--- src/rtl/dma_seq_fsm.sv ---
// Layer-by-layer DMA sequencer: walks DIMS/WEIGHTS/BIASES for every layer, then the image set,
// splitting each region into bounded bursts issued over a req/ack/done handshake.
module dma_seq_fsm #(
  parameter int ADDR_W     = 32,
  parameter int LEN_W      = 16,
  parameter int NUM_LAYERS = 4,
  parameter int MAX_BURST  = 16,
  localparam int LIDX_W    = (NUM_LAYERS > 1) ? $clog2(NUM_LAYERS) : 1
) (
  input  logic              clk,
  input  logic              rst_n,
  input  logic              start,
  input  logic              abort,
  input  logic [ADDR_W-1:0] cfg_dim_base,
  input  logic [ADDR_W-1:0] cfg_wt_base,
  input  logic [ADDR_W-1:0] cfg_bias_base,
  input  logic [ADDR_W-1:0] cfg_img_base,
  input  logic [LEN_W-1:0]  cfg_dim_len,
  input  logic [LEN_W-1:0]  cfg_wt_len,
  input  logic [LEN_W-1:0]  cfg_bias_len,
  input  logic [LEN_W-1:0]  cfg_img_len,
  input  logic [LEN_W-1:0]  cfg_num_images,
  output logic              dma_req,
  output logic [ADDR_W-1:0] dma_addr,
  output logic [LEN_W-1:0]  dma_len,
  output logic [1:0]        dma_sel,
  input  logic              dma_ack,
  input  logic              dma_done,
  output logic              busy,
  output logic [LIDX_W-1:0] layer_idx,
  output logic              done,
  output logic              aborted
);

  typedef enum logic [2:0] {IDLE, DIMS, WEIGHTS, BIASES, IMAGES, WAIT, FIN} stateT;

  localparam logic [LEN_W-1:0] MAX_LEN = LEN_W'(MAX_BURST);

  stateT             state, retState, curPhase, nxtPhase;
  logic [ADDR_W-1:0] ptr [4];
  logic [LEN_W-1:0]  dimLen, wtLen, biasLen, imgLen, numImg;
  logic [LEN_W-1:0]  rem, imgCnt, nxtRem, burstLen;
  logic              abortPend, phaseDone, lastLayer, advance, xferState;
  logic [1:0]        curSel;

  always_comb begin
    xferState = (state == DIMS) || (state == WEIGHTS) || (state == BIASES) || (state == IMAGES);
    curPhase  = (state == WAIT) ? retState : state;
    lastLayer = (layer_idx == LIDX_W'(NUM_LAYERS - 1));
    // In IMAGES, rem is reloaded per image, so the image counter decides completion.
    phaseDone = (rem == '0) || ((curPhase == IMAGES) && (imgCnt == '0));
    burstLen  = (rem > MAX_LEN) ? MAX_LEN : rem;
    curSel    = 2'd0;
    case (state)
      WEIGHTS: curSel = 2'd1;
      BIASES:  curSel = 2'd2;
      IMAGES:  curSel = 2'd3;
      default: curSel = 2'd0;
    endcase
    nxtPhase = FIN;
    nxtRem   = '0;
    case (curPhase)
      DIMS:    begin nxtPhase = WEIGHTS; nxtRem = wtLen;   end
      WEIGHTS: begin nxtPhase = BIASES;  nxtRem = biasLen; end
      BIASES: begin
        if (lastLayer) begin nxtPhase = IMAGES; nxtRem = imgLen; end
        else           begin nxtPhase = DIMS;   nxtRem = dimLen; end
      end
      default: begin nxtPhase = FIN; nxtRem = '0; end
    endcase
    advance = (xferState && !dma_req && !abort && phaseDone) ||
              ((state == WAIT) && dma_done && !abortPend && !abort && phaseDone);
  end

  always_ff @(posedge clk) begin
    if (!rst_n) begin
      state     <= IDLE;
      retState  <= IDLE;
      dma_req   <= 1'b0;
      dma_addr  <= '0;
      dma_len   <= '0;
      dma_sel   <= 2'd0;
      busy      <= 1'b0;
      done      <= 1'b0;
      aborted   <= 1'b0;
      layer_idx <= '0;
      abortPend <= 1'b0;
      rem       <= '0;
      imgCnt    <= '0;
      dimLen    <= '0;
      wtLen     <= '0;
      biasLen   <= '0;
      imgLen    <= '0;
      numImg    <= '0;
      for (int i = 0; i < 4; i++) ptr[i] <= '0;
    end else begin
      done    <= 1'b0;
      aborted <= 1'b0;
      case (state)
        IDLE: begin
          if (start) begin
            dimLen    <= cfg_dim_len;
            wtLen     <= cfg_wt_len;
            biasLen   <= cfg_bias_len;
            imgLen    <= cfg_img_len;
            numImg    <= cfg_num_images;
            ptr[0]    <= cfg_dim_base;
            ptr[1]    <= cfg_wt_base;
            ptr[2]    <= cfg_bias_base;
            ptr[3]    <= cfg_img_base;
            rem       <= cfg_dim_len;
            imgCnt    <= '0;
            layer_idx <= '0;
            abortPend <= 1'b0;
            busy      <= 1'b1;
            retState  <= DIMS;
            state     <= DIMS;
          end
        end
        DIMS, WEIGHTS, BIASES, IMAGES: begin
          if (dma_req && dma_ack) begin
            dma_req      <= 1'b0;
            ptr[dma_sel] <= ptr[dma_sel] + ADDR_W'({dma_len, 2'b00});
            if ((state == IMAGES) && (rem == dma_len)) begin
              imgCnt <= imgCnt - LEN_W'(1);
              rem    <= imgLen;
            end else begin
              rem <= rem - dma_len;
            end
            abortPend <= abort;
            retState  <= state;
            state     <= WAIT;
          end else if (abort) begin
            dma_req <= 1'b0;
            busy    <= 1'b0;
            aborted <= 1'b1;
            state   <= IDLE;
          end else if (!dma_req && !phaseDone) begin
            dma_req  <= 1'b1;
            dma_addr <= ptr[curSel];
            dma_len  <= burstLen;
            dma_sel  <= curSel;
          end
        end
        WAIT: begin
          if (abort) abortPend <= 1'b1;
          if (dma_done && (abortPend || abort)) begin
            abortPend <= 1'b0;
            busy      <= 1'b0;
            aborted   <= 1'b1;
            state     <= IDLE;
          end else if (dma_done && !phaseDone) begin
            state <= retState;
          end
        end
        FIN: begin
          busy  <= 1'b0;
          state <= IDLE;
        end
        default: state <= IDLE;
      endcase
      // Phase change; the layer counter steps only when BIASES rolls back to DIMS.
      if (advance) begin
        state  <= nxtPhase;
        rem    <= nxtRem;
        imgCnt <= numImg;
        if ((curPhase == BIASES) && !lastLayer) layer_idx <= layer_idx + LIDX_W'(1);
        if (nxtPhase == FIN) done <= 1'b1;
      end
    end
  end

endmodule

--- config.mk ---
export PLATFORM = sky130hd
export DESIGN_NAME = dma_seq_fsm
export DESIGN_NICKNAME = d
export VERILOG_FILES = /design/src/rtl/dma_seq_fsm.sv
export SDC_FILE = /design/constraint.sdc
export NUM_CORES = 1
export LEC_CHECK = 0
export ABC_AREA = 0
export CORE_MARGIN = 3
export CORE_UTILIZATION = 49
export DETAILED_ROUTE_END_ITERATION = 8
export PLACE_DENSITY = 0.74
export SYNTH_ARGS = -nofsm -noshare
export SYNTH_HDL_FRONTEND = slang
export SYNTH_SLANG_ARGS = --single-unit
--- constraint.sdc ---
create_clock -name clk -period 8.1 [get_ports clk]
set_clock_uncertainty 0.05 [all_clocks]
set_input_delay 1.215 -clock clk [delete_from_list [all_inputs] [get_ports clk]]
set_output_delay 1.215 -clock clk [all_outputs]
set_load 0.05 [all_outputs]
==> results.py, run 1 <==
metrics = {
    "die": {
        "rows": 66,
        "die_w_um": 189.2,
        "ioPinCount": 270,
        "die_h_um": 189.2,
        "die_area_sq_um": 35800,
        "coreArea_sq_um": 32780,
        "start_util_pct": 50.17,
    },
    "placement": {
        "place_congestion": 0.9143,
        "dp_cells": 2404,
        "numPortBuffers": 269,
        "place_ws_ns": 3.400,
        "dp_hpwl_um": 37580,
    },
    "cts": {
        "cts_resized": 0,
        "cts_setup_buffers": 0,
        "cts_buffers": 31,
        "root_buffer": "clkbuf_16",
        "cts_max_level": 1,
        "cts_tree": "built",
        "max-clock-path-buffers": 3,
        "path_clk_slew_ns": 0.07,
        "hold_buffers": 0,
        "cts_sinks": 305,
        "insertion_delay_ns": 0.57,
    },
    "critical_path": {
        "critPathKind": "reg2reg",
        "path_buf_inv": 1,
        "worstReg2RegEnd": "ptr[1][8]",
        "critPathLaunchType": "flop",
        "crit_path_end_kind": "flop",
        "path_cells": "buf_4 > nor3_2 > or2_0 > nor2_2 > nand4b_1 > nand3_2",
        "cpPeakStageDelay_ns": 1.08,
        "r2r_cells": 6,
        "crit_slowest_cell": "nand3_2",
        "path_max_fanout": 80,
        "reg2reg_setup_slack_ns": 3.59,
        "worst_ep_required_time_ns": 8.25,
        "timing.rr.start": "state[1]",
        "path_delay_family": "simple AND/OR/NAND/NOR gates",
        "worstPathArrival_ns": 4.66,
    },
    "timing": {
        "tightest_slew_ns": 1.313,
        "setup_tns_ns": 0,
        "period_share_pct": 55.73,
        "hold-worst-slack_ns": 0.4045,
        "slew_violations": 0,
        "period_needed_ns": 4.514,
        "setup_slack_ns": 3.586,
        "setup-violations-final": 0,
        "slew-limit-headroom_pct": 12.48,
        "hold_violations": 0,
        "rsz0062_at_grt": "false",
        "fmax_mhz": 221.5,
    },
    "synthesis": {
        "syn_inst": 1810,
        "synth_edf_count": 128,
        "async_flop_share_pct": 0,
        "synth_flop_cell": "dfxtp_1",
        "syn_nets": 2060,
        "syn_area_sq_um": 16450,
        "synth.distinct_cells": 81,
        "ys_seq_area_share_pct": 44.91,
        "syn_avg_cell_area_sq_um": 9.087,
        "yosysWarnings": 0,
        "synth-seq-cells": 305,
    },
    "worst_hold_path": {
        "hold_class": "reg2reg",
        "hold_end": "dma_addr[12]",
        "hold_path_depth": 2,
        "hold_start": "dma_addr[12]",
    },
    "grt": {
        "overflow": 0,
        "grt_pass1_vias": 15220,
        "grt_pass1_wl_um": 85160,
        "grt_usage_pct": 29.85,
        "grt_max_degree": 101,
        "antenna_found_initial": 1,
    },
    "route": {
        "routed_wirelength_um": 55440,
        "vias": 15590,
        "routedWlPerCell_um": 22.51,
        "route.detailed.drc": 0,
        "ant_nets": 0,
        "first_pass_iters": 5,
        "viasPerCell": 6.328,
        "first_iter_violations": 1502,
    },
    "cells_and_area": {
        "fillerInstances": 2710,
        "layout-drive-gt1-share_pct": 7.822,
        "multi_input_area_sq_um": 8358,
        "fin_nets": 2245,
        "syn_to_final_growth_pct": 24.34,
        "final_cells": 2463,
        "regArea_sq_um": 7391,
    },
    "pwr": {
        "p_leak_nw": 7.311,
        "powerDensity_nw_per_um2": 230.8,
        "peakVddDrop_uv": 185.3,
        "p_total_mw": 4.719,
    },
    "job": {
        "cap_violations": 0,
    },
    "run_status": {
        "status": "complete, no violations",
    },
}
[synth_stat cells, types with 6 or more instances]
master | n | share of area, %
mux4_2 | 24 | 3.3
ha_1 | 34 | 2.6
and3_1 | 9 | 0.34
o211ai_1 | 7 | 0.32
mux4_1 | 8 | 1.3
a22oi_1 | 24 | 1.1
o22ai_1 | 27 | 1.0
buf_1 | 10 | 0.23
edfxtp_1 | 128 | 23
a211oi_1 | 32 | 1.5
xor2_1 | 10 | 0.53
a222oi_1 | 13 | 0.79
o21ai_0 | 104 | 3.2
nand3_1 | 22 | 0.67
nand2_1 | 322 | 7.3
nor4_1 | 11 | 0.42
nor2_1 | 99 | 2.3
a21o_1 | 11 | 0.50
buf_2 | 29 | 0.88
nor2b_1 | 6 | 0.23
nand4_1 | 10 | 0.38
xnor2_1 | 28 | 1.5
o21a_1 | 11 | 0.50
a21oi_1 | 251 | 7.6
inv_1 | 39 | 0.89
o221a_2 | 11 | 0.75
a22o_1 | 73 | 3.9
a31oi_1 | 10 | 0.38
a221oi_1 | 33 | 1.8
clkbuf_1 | 94 | 2.1
dfxtp_1 | 177 | 22
nand2b_1 | 6 | 0.23
nor3_1 | 38 | 1.2
[cell families after synthesis]
logic type	Yosys count	synth area share, %
mux	37	4.869
flops	305	44.91
xor+xnor	38	2.024
compound gates	647	25.46
fa+ha+maj	36	2.830
simple gates	567	15.32
buf+inv	180	4.580
[power breakdown]
group	leakage [nW]	internal (mW)	switching, mW
registers	2.84	1.79	0.125
logic	3.92	0.486	0.751
clock network	0.554	0.950	0.620
[worst min-delay path: stages (launching register included)]
cell and delay [ns]:
dfxtp_1 0.31, nand2_1 0.05, a21oi_1 0.05
[worst max path at each step]
stage               cells past startpoint  slack, ns          to  startpoint
global placement                        5       3.44   ptr[3][4]     dma_ack
finish                                  6       3.59   ptr[1][8]    state[1]
detailed placement                      5       3.40   ptr[3][6]     dma_ack
floorplan                              13       4.33  ptr[1][25]        flop
CTS                                    11       3.63  ptr[2][26]        flop
global route                           11       3.29  ptr[2][26]        flop
[state kept, by name, summed over array words and instances (netlist names), 2 cells and up, named ones only]
register,cells
state,3
imgCnt,16
ptr,128
dma_len,16
retState,3
rem,16
dma_sel,2
numImg,16
layer_idx,2
wtLen,16
imgLen,16
dma_addr,32
dimLen,16
biasLen,16
[stage by stage]
stage	cell area, sq um	util (%)
3_5_place_dp	19320	58.93
2_1_floorplan	16450	-
3_3_place_gp	19320	58.93
6_report	20450	62.38
4_1_cts	20450	62.37
5_1_grt	20450	62.38
[metal layers]
layer	share of wire, %	GRT usage, %	wire length [um]	up-vias
li1	-	-	-	7128
met1	40	41.05	22250	7414
met2	47	48.48	25990	913
met3	9.8	4.388	5412	131
met4	3.2	10.46	1786	0
met5	0	0	0	-
[cells in the final DEF (no fill, tap or decap), types with 34 or more instances in the layout]
cell	n
a22o_1	73
nand2_1	321
clkdlybuf4s50_1	268
dfxtp_1	174
o21ai_0	104
a21oi_1	250
inv_1	38
nor3_1	38
edfxtp_1	128
nor2_1	95
ha_1	34
[final cells by class]
cell class                 instances  share of cell area (%)
timing repair buffer             293                   14.02
clock inverter                    19                   1.279
multi-input combinational       1325                   40.87
clock buffer                      39                   4.240
inverter                          39                  0.7281
tap                              442                   2.704
antenna                            1                 0.01224
sequential                       305                   36.14
Note: power is estimated with default switching activity, not from simulation.
==> run 2, diff against run 1 <==
==> constraint.sdc (replaced) <==
create_clock -name clk -period 4.57 [get_ports clk]
set_clock_uncertainty 0.05 [all_clocks]
set_input_delay 0.6855 -clock clk [delete_from_list [all_inputs] [get_ports clk]]
set_output_delay 0.6855 -clock clk [all_outputs]
set_load 0.05 [all_outputs]
==> run 2 against run 1 <==
Compared with the run above:
- non-clock buffer count increased by 26
- sequential share of layout area fell by 0.38 points
- cell area grew 1.1%
- global-route usage rose by 0.74 points
- flip-flop and latch count is the same
- setup slack worse by 3.1 ns
- critical path depth up 3
- final cell count increased by 0.97%
- largest power group unchanged
- clock-buffer cell count is 8 higher
- register-to-register slack worse by 3.1 ns
- via count rose by 0.81%
- highest routed layer unchanged
==> results.py, run 2 (synthesis gave the netlist of run 1 again) <==
metrics = {
    "critical_path": {
        "crit_path_end_kind": "flop",
        "path_buf_inv": 0,
        "path_max_fanout": 7,
        "cpPeakStageDelay_ns": 0.56,
        "worst_ep_required_time_ns": 4.76,
        "path_delay_family": "compound AO/OA/AOI/OAI gates",
        "r2r_cells": 9,
        "critPathKind": "reg2reg",
        "path_cells": "mux4_2 > ha_1 > a2111oi_2 > o21ai_0 > a32oi_1 > a2bb2oi_2 > nor2_1 > xnor2_1 > o21ai_0",
        "worstPathArrival_ns": 4.26,
        "critPathLaunchType": "flop",
        "crit_slowest_cell": "a2bb2oi_2",
        "worstReg2RegEnd": "ptr[2][21]",
        "critPathMostFrequentCell": "o21ai_0",
        "reg2reg_setup_slack_ns": 0.50,
    },
    "run_status": {
        "status": "complete, no violations",
    },
    "die": {
        "coreArea_sq_um": 32780,
        "start_util_pct": 50.17,
        "die_w_um": 189.2,
        "die_area_sq_um": 35800,
        "rows": 66,
        "die_h_um": 189.2,
        "ioPinCount": 270,
    },
    "cells_and_area": {
        "layout_commonest_cell": "nand2_1",
        "fin_area_sq_um": 20670,
        "layout-drive-gt1-share_pct": 8.655,
        "fin_nets": 2274,
        "diodes": 0,
        "multi_input_area_sq_um": 8358,
        "reg.largest.list": "ptr x128, dma_addr x32",
        "largest_register": "ptr",
        "syn_to_final_growth_pct": 25.66,
        "fillerInstances": 2805,
        "largest_reg_flops": 128,
        "layout_common_cells": "321 x nand2_1, 268 x clkdlybuf4s50_1, 250 x a21oi_1, 174 x dfxtp_1, 128 x edfxtp_1",
        "regArea_sq_um": 7391,
    },
    "route": {
        "viasPerCell": 6.318,
        "routedWlPerCell_um": 22.78,
        "first_pass_iters": 8,
        "routed_wirelength_um": 56650,
        "vias": 15710,
        "route.detailed.drc": 0,
        "ant_nets": 0,
        "first_iter_violations": 1716,
    },
    "worst_hold_path": {
        "hold_path_depth": 2,
        "hold_class": "reg2reg",
        "hold_start": "dma_addr[5]",
        "hold_end": "dma_addr[5]",
    },
    "grt": {
        "grt_usage_pct": 30.59,
        "antenna_found_initial": 0,
        "overflow": 0,
        "grt_max_degree": 88,
        "grt_pass1_wl_um": 86650,
        "grt_pass1_vias": 15360,
    },
    "timing": {
        "period_share_pct": 88.96,
        "slew_violations": 0,
        "period_needed_ns": 4.066,
        "slew-limit-headroom_pct": 31.61,
        "setup_tns_ns": 0,
        "fmax_mhz": 246.0,
        "tightest_slew_ns": 1.026,
        "setup-violations-final": 0,
        "hold_violations": 0,
        "rsz0062_at_grt": "false",
    },
    "cts": {
        "root_buffer": "clkbuf_16",
        "cts_buffers": 34,
        "cts_sinks": 305,
        "path_clk_slew_ns": 0.06,
        "cts_resized": 0,
        "cts_max_level": 2,
        "hold_buffers": 0,
        "cts_tree": "built",
        "insertion_delay_ns": 0.52,
        "cts_setup_buffers": 0,
        "max-clock-path-buffers": 3,
    },
    "job": {
        "cap_violations": 0,
    },
    "pwr": {
        "powerDensity_nw_per_um2": 406.4,
        "p_leak_nw": 7.440,
        "peakVddDrop_uv": 268.8,
    },
    "placement": {
        "dp_hpwl_um": 39150,
        "place_area_sq_um": 19560,
        "place_congestion": 0.9370,
        "numPortBuffers": 269,
    },
}
## run 2: worst min-delay path: stages (launching register included)
cell,delay (ns)
dfxtp_1,0.31
nand2_1,0.05
a21oi_1,0.05
## run 2: cell type report
cell class                 count  share of cell area (%)
multi-input combinational   1325                   40.44
sequential                   305                   35.76
timing repair buffer         319                   15.06
clock buffer                  47                   4.601
tap                          442                   2.676
clock inverter                10                  0.7386
inverter                      39                  0.7204
## run 2: worst max-delay path by stage
stage | from | cells past startpoint | to | slack [ns]
final | flop | 9 | ptr[2][21] | 0.50
after global routing | flop | 9 | ptr[2][27] | 0.29
after CTS | flop | 9 | ptr[1][21] | 0.54
after detailed placement | flop | 9 | ptr[2][21] | 0.59
after global placement | flop | 9 | ptr[3][27] | 0.68
after floorplan | flop | 13 | ptr[1][25] | 0.80
## run 2: where the power goes
part,total [mW],switching [mW],internal (mW)
clock,2.77,1.10,1.68
combinational,2.24,1.35,0.890
sequential,3.39,0.224,3.17
## run 2: metrics by stage
stage	util (%)	power [mW]	hold slack [ns]	worst slack (ns)	instances
finish	63.04	8.399	0.4060	0.5044	2487
global route	63.04	8.756	0.4214	0.2917	2487
CTS	63.04	8.392	0.4061	0.5422	2487
detailed placement	59.67	5.626	0.3984	0.5944	2430
global placement	59.67	5.591	0.3912	0.6839	2430
floorplan	-	4.829	0.3857	0.7953	1810
## run 2: per-layer routing
metal	vias to the layer above	share of wire, %	global-route usage [%]
met3	134	9.7	5.425
met5	-	0	0
met4	0	3.3	10.07
met2	903	46	49.50
met1	7499	41	41.93
li1	7176	-	-
==> run 3, diff against run 2 <==
--- a/config.mk
+++ b/config.mk
@@ -8,6 +8,7 @@
 export ABC_AREA = 0
 export CORE_MARGIN = 3
 export CORE_UTILIZATION = 49
+export CTS_BUF_LIST = sky130_fd_sc_hd__clkbuf_4
 export DETAILED_ROUTE_END_ITERATION = 8
 export PLACE_DENSITY = 0.74
 export SYNTH_ARGS = -nofsm -noshare
==> run 3 against run 2 <==
Compared with the run above:
- critical path depth is the same
- worst hold slack worse by 0.045 ns
- combinational power hardly changed
- clock-buffer cell count is 70 higher
- setup slack gained 0.017 ns
- core utilization is 0.22 points lower
- flip-flop and latch count stayed put
- critical path type unchanged
- largest power group unchanged
==> results.py, run 3 (synthesis gave the netlist of run 1 again) <==
metrics = {
    "timing": {
        "period_needed_ns": 4.048,
        "setup_tns_ns": 0,
        "setup_slack_ns": 0.5218,
        "setup-violations-final": 0,
        "rsz0062_at_grt": "false",
        "period_share_pct": 88.58,
        "slew-limit-headroom_pct": 31.95,
        "fmax_mhz": 247.0,
        "slew_violations": 0,
        "hold-worst-slack_ns": 0.3614,
        "tightest_slew_ns": 1.021,
        "hold_violations": 0,
    },
    "grt": {
        "grt_use_met3_pct": 6.369,
        "grt_usage_pct": 31.00,
        "grt_pass1_vias": 15760,
        "grt.busiest_layer": "met2",
        "antenna_found_initial": 2,
        "grt.met2_usage_pct": 49.58,
        "grt_pass1_wl_um": 87650,
        "grt_util_met1_pct": 41.90,
        "overflow": 0,
        "grt_max_degree": 88,
    },
    "die": {
        "die_h_um": 189.2,
        "die_area_sq_um": 35800,
        "rows": 66,
        "coreArea_sq_um": 32780,
        "ioPinCount": 270,
        "die_w_um": 189.2,
        "start_util_pct": 50.17,
    },
    "placement": {
        "dp_cells": 2430,
        "numPortBuffers": 269,
        "dp_hpwl_um": 39150,
        "place_ws_ns": 0.5944,
        "place_congestion": 0.9370,
        "place_area_sq_um": 19560,
    },
    "cells_and_area": {
        "layout-drive-gt1-share_pct": 12.14,
        "largest_register": "ptr",
        "largest_reg_flops": 128,
        "fin_area_sq_um": 20600,
        "final_cells": 2577,
        "fin_nets": 2321,
        "layout_commonest_cell": "nand2_1",
        "syn_to_final_growth_pct": 25.23,
        "final_core_util_pct": 62.82,
        "layout_common_cells": "321 x nand2_1, 268 x clkdlybuf4s50_1, 250 x a21oi_1, 174 x dfxtp_1, 128 x edfxtp_1",
        "reg.largest.list": "ptr x128, dma_addr x32",
    },
    "pwr": {
        "switching_share_pct": 34.33,
        "p_leak_nw": 7.511,
        "power.net_switching_mw": 2.767,
        "pwr-share-seq_pct": 42.0,
        "peakVddDrop_uv": 225.6,
        "power_frac_clock_pct": 30.2,
        "powerDensity_nw_per_um2": 391.3,
        "p_int_mw": 5.292,
        "p_total_mw": 8.059,
        "share_comb_of_total_power_pct": 27.8,
    },
    "worst_hold_path": {
        "hold_class": "in2reg",
        "hold_path_depth": 2,
        "hold_end": "dma_len[15]",
        "hold_start": "rst_n",
    },
    "cts": {
        "root_buffer": "clkbuf_4",
        "hold_buffers": 0,
        "cts_buffers": 81,
        "path_clk_slew_ns": 0.07,
        "cts_sinks": 305,
        "cts_resized": 0,
        "cts_max_level": 3,
        "insertion_delay_ns": 0.75,
        "cts_setup_buffers": 0,
        "cts_tree": "built",
        "max-clock-path-buffers": 3,
    },
    "critical_path": {
        "reg2reg_setup_slack_ns": 0.52,
        "r2r_cells": 9,
        "critPathKind": "reg2reg",
        "path_max_fanout": 7,
        "critPathLaunchType": "flop",
        "path_cells": "mux4_2 > ha_1 > a2111oi_2 > o21ai_0 > a32oi_1 > a2bb2oi_2 > nor3_1 > xnor2_1 > o21ai_0",
        "worstReg2RegEnd": "ptr[1][29]",
        "cpPeakStageDelay_ns": 0.55,
        "worstPathArrival_ns": 4.48,
        "critPathMostFrequentCell": "o21ai_0",
        "crit_path_end_kind": "flop",
        "crit_slowest_cell": "mux4_2",
        "worst_ep_required_time_ns": 5.01,
    },
    "route": {
        "ant_nets": 0,
        "first_iter_violations": 2004,
        "routed_wirelength_um": 57240,
        "viasPerCell": 6.222,
        "routedWlPerCell_um": 22.21,
        "vias": 16040,
        "first_pass_iters": 6,
        "route.detailed.drc": 0,
    },
    "job": {
        "cap_violations": 0,
    },
    "run_status": {
        "status": "complete, no violations",
    },
}
run 3: cell count changes in the layout (fill, tap and decap cells not counted):
cell / change
clkbuf_4: +117
clkbuf_16: -35
clkinv_1: +15
clkbuf_1: -9
clkinv_2: +4
bufinv_16: -3
clkbuf_8: -3
clkinvlp_4: +2
diode_2: +2
inv_2: +1
inv_6: -1
run 3: critical path: cells and delay by family, from the launching register on:
family,cells,cell delay [ns]
simple gates,1,0.13
xor+xnor,1,0.30
mux,1,0.55
fa+ha+maj,1,0.39
compound gates,5,1.85
flops,1,0.50
run 3: power groups by stage:
stage               clock, mW  combinational (mW)  sequential [mW]
finish                   2.43                2.24             3.39
global route             2.62                2.42             3.41
CTS                      2.46                2.21             3.37
detailed placement          0                2.20             3.43
global placement            0                2.17             3.42
floorplan                   0                1.34             3.49
run 3: cell type report:
type,instances,area [sq um]
well taps,442,553.0
flip-flops and latches,305,7391
fillers,2858,12190
repair buffers,319,3113
clock inverters,28,148.9
clock buffers,117,878.3
diodes,2,5.005
multi-input cells,1325,8358
inverters,39,148.9
run 3: per-layer routing:
| metal | wire length, um | vias to the layer above |
|---|---|---|
| li1 | - | 7331 |
| met3 | 5700 | 136 |
| met1 | 23440 | 7589 |
| met4 | 1810 | 0 |
| met2 | 26290 | 979 |
| met5 | 0 | - |
run 3: how the worst max path moves through the flow:
stage,startpoint,end
after CTS,flop,ptr[2][21]
after global routing,flop,ptr[2][27]
after floorplan,flop,ptr[1][25]
after global placement,flop,ptr[3][27]
after detailed placement,flop,ptr[2][21]
final,flop,ptr[1][29]
==> patch, RTL diff (settings of run 2) <==
Make the reset (`rst_n`) asynchronous in one clocked block.
--- a/src/rtl/dma_seq_fsm.sv
+++ b/src/rtl/dma_seq_fsm.sv
@@ -72,7 +72,7 @@
               ((state == WAIT) && dma_done && !abortPend && !abort && phaseDone);
   end
 
-  always_ff @(posedge clk) begin
+  always_ff @(posedge clk or negedge rst_n) begin
     if (!rst_n) begin
       state     <= IDLE;
       retState  <= IDLE;
Function: differs if rst_n is asserted again (counterexample within 4 cycles, from zero or initial values and one cycle with rst_n low); with rst_n held inactive, the same outputs for 4 cycles.
==> patch against run 2 <==
Area after synthesis is 2.6% higher. Core utilization is 0.069 points lower. Worst hold slack worse by 0.24 ns. Worst setup slack better by 0.036 ns. Cell count is 3.4% higher. Sequential cell count is 2 lower. First-iteration DRC count is 25% higher. Wire length is 4.6% higher. Maximum frequency is 0.90% higher. Design area is 2.7% higher. Sequential share of layout area hardly changed. Critical path type unchanged. Highest routed layer is now met5.
Power is not compared: it rests on default switching activity, and its combinational part moved more than twofold at a synthesized area within 25%.
==> patch: results (changes against run 2) <==
| Metric | Value |
|---|---|
| Final nets | `2,350 (+3.3%)` |
| Type of the tightest min-delay check | `in -> async` |
| Routed met2 length | `27,260 um (+4.7%)` |
| Syn Inst Count | `1,876 (+3.6%)` |
| R2R depth | `10 (+1)` |
| Met1 GRT Util | `40.93% (-0.99 points)` |
| Status | `finished clean` |
| Worst Path Arrival | `4.35 ns (+0.09 ns)` |
| WL met1 | `22,730 um (-2.1%)` |
| Most frequent cells after synthesis | `nand2_1, dfrtp_1, o21ai_0, a21oi_1, nor2_1` |
| Main synth FF type | `dfrtp_1` |
| Dominant cells by area after synthesis | `dfrtp_1, nand2_1, o21ai_0` |
| Post-DP Area | `20,000 um^2 (+2.2%)` |
| Fin Setup TNS | `0 ns (unchanged)` |
| Wirelength per Cell | `23.06 um (+1.2%)` |
| # diodes | `0 (unchanged)` |
| Met3 GRT Util | `8.523% (+3.1 points)` |
| Filler cells | `2,881 (+2.7%)` |
| Peak VDD IR | `0.0004189 V` |
| CTS Buf Count | `34 (unchanged)` |
| Slew margin rel. | `25.16% (-6.4 points)` |
| Worst-path maximum fanout | `22 (+15)` |
| DP Wirelength | `41,720 um (+6.6%)` |
| Setup bufs post-CTS | `0 (unchanged)` |
| Crit-path max cell delay | `1.03 ns (+0.47 ns)` |
| Post-Place Worst Slack | `0.6161 ns (+0.02171 ns)` |
| GPL Wtd Cong | `0.9524 (+1.6%)` |
| Crit-path slowest cell | `dfrtp_1` |
| Fraction of registers with async set/reset | `100.0% (+100 points)` |
| Initial drt markers | `2,142 (+25%)` |
| Seq/Total Area, Yosys | `44.94% (about the same)` |
| Global-route wire length before repair | `90,970 um (+5.0%)` |
| Post-synth cell types | `75 (-7.4%)` |
| Met3 Wirelength | `6151 um (+12%)` |
| Vias in the first global route | `16,100 (+4.8%)` |
| Largest net degree at the start of global routing | `105 (+19%)` |
| Syn Nets | `2,126 (+3.2%)` |
| Initial antenna violation count | `2 (+2)` |
| Layout cells sized above 1 | `9.279% (+0.62 points)` |
| First-pass iteration count of the detailed router | `6 (-2)` |
| GRT Overall Usage | `31.87% (+1.3 points)` |
| Via density | `6.377 (+0.94%)` |
| Met2 Use GR | `50.16% (+0.67 points)` |
| Highest metal used | `met5` |
==> patch: cell type report <==
cell class | count | area [um^2] | area share, %
clock inverter | 14 | 200.2 | 0.9433
clock buffer | 45 | 1026 | 4.835
sequential | 303 | 7585 | 35.74
inverter | 27 | 101.3 | 0.4776
tap | 448 | 560.5 | 2.641
multi-input combinational | 1420 | 8688 | 40.94
timing repair buffer | 314 | 3060 | 14.42
==> patch: metrics by stage <==
stage,hold WS (ns),util [%],total power (uW),std cells
3_3_place_gp,0.4034,59.33,12720,2512
6_report,0.1685,62.97,16130,2571
5_1_grt,0.2498,62.97,17170,2571
3_5_place_dp,0.4092,59.33,12940,2512
2_1_floorplan,0.3399,-,10340,1876
4_1_cts,0.2118,62.97,15990,2571
==> patch: kinds of logic after synthesis <==
kind of cell | synth area share, %
adder cells (fa/ha/maj) | 2.758
flip-flops | 44.94
AO/OA/AOI/OAI | 22.92
multiplexers | 8.008
XOR/XNOR | 1.713
AND/OR/NAND/NOR | 15.91
buffers and inverters | 3.752
==> patch: final timing paths <==
kind / endpoint / slack (ns)
worst max-delay path: ptr[95] / 0.54
worst min-delay path: ptr[37] / 0.17
worst max register to register: ptr[95] / 0.54
worst min register to register: dimLen[5] / 0.42
max in group asynchronous: ptr[88] / 3.18
min in group clk: dimLen[5] / 0.42
==> patch: worst reg2reg max path, stage by stage, from the launching register on <==
cell	delay, ns
dfrtp_1	1.03
buf_4	0.33
mux4_2	0.32
ha_1	0.35
a21oi_1	0.16
o21ai_0	0.18
and2_1	0.21
o21ai_1	0.51
a21oi_1	0.24
xnor2_1	0.38
a21oi_1	0.12
==> patch: power breakdown <==
group,switching [uW],leakage (uW),internal [uW]
sequential,1110,0.00374,3900
combinational,5030,0.00457,3120
clock,1120,0.000606,1860
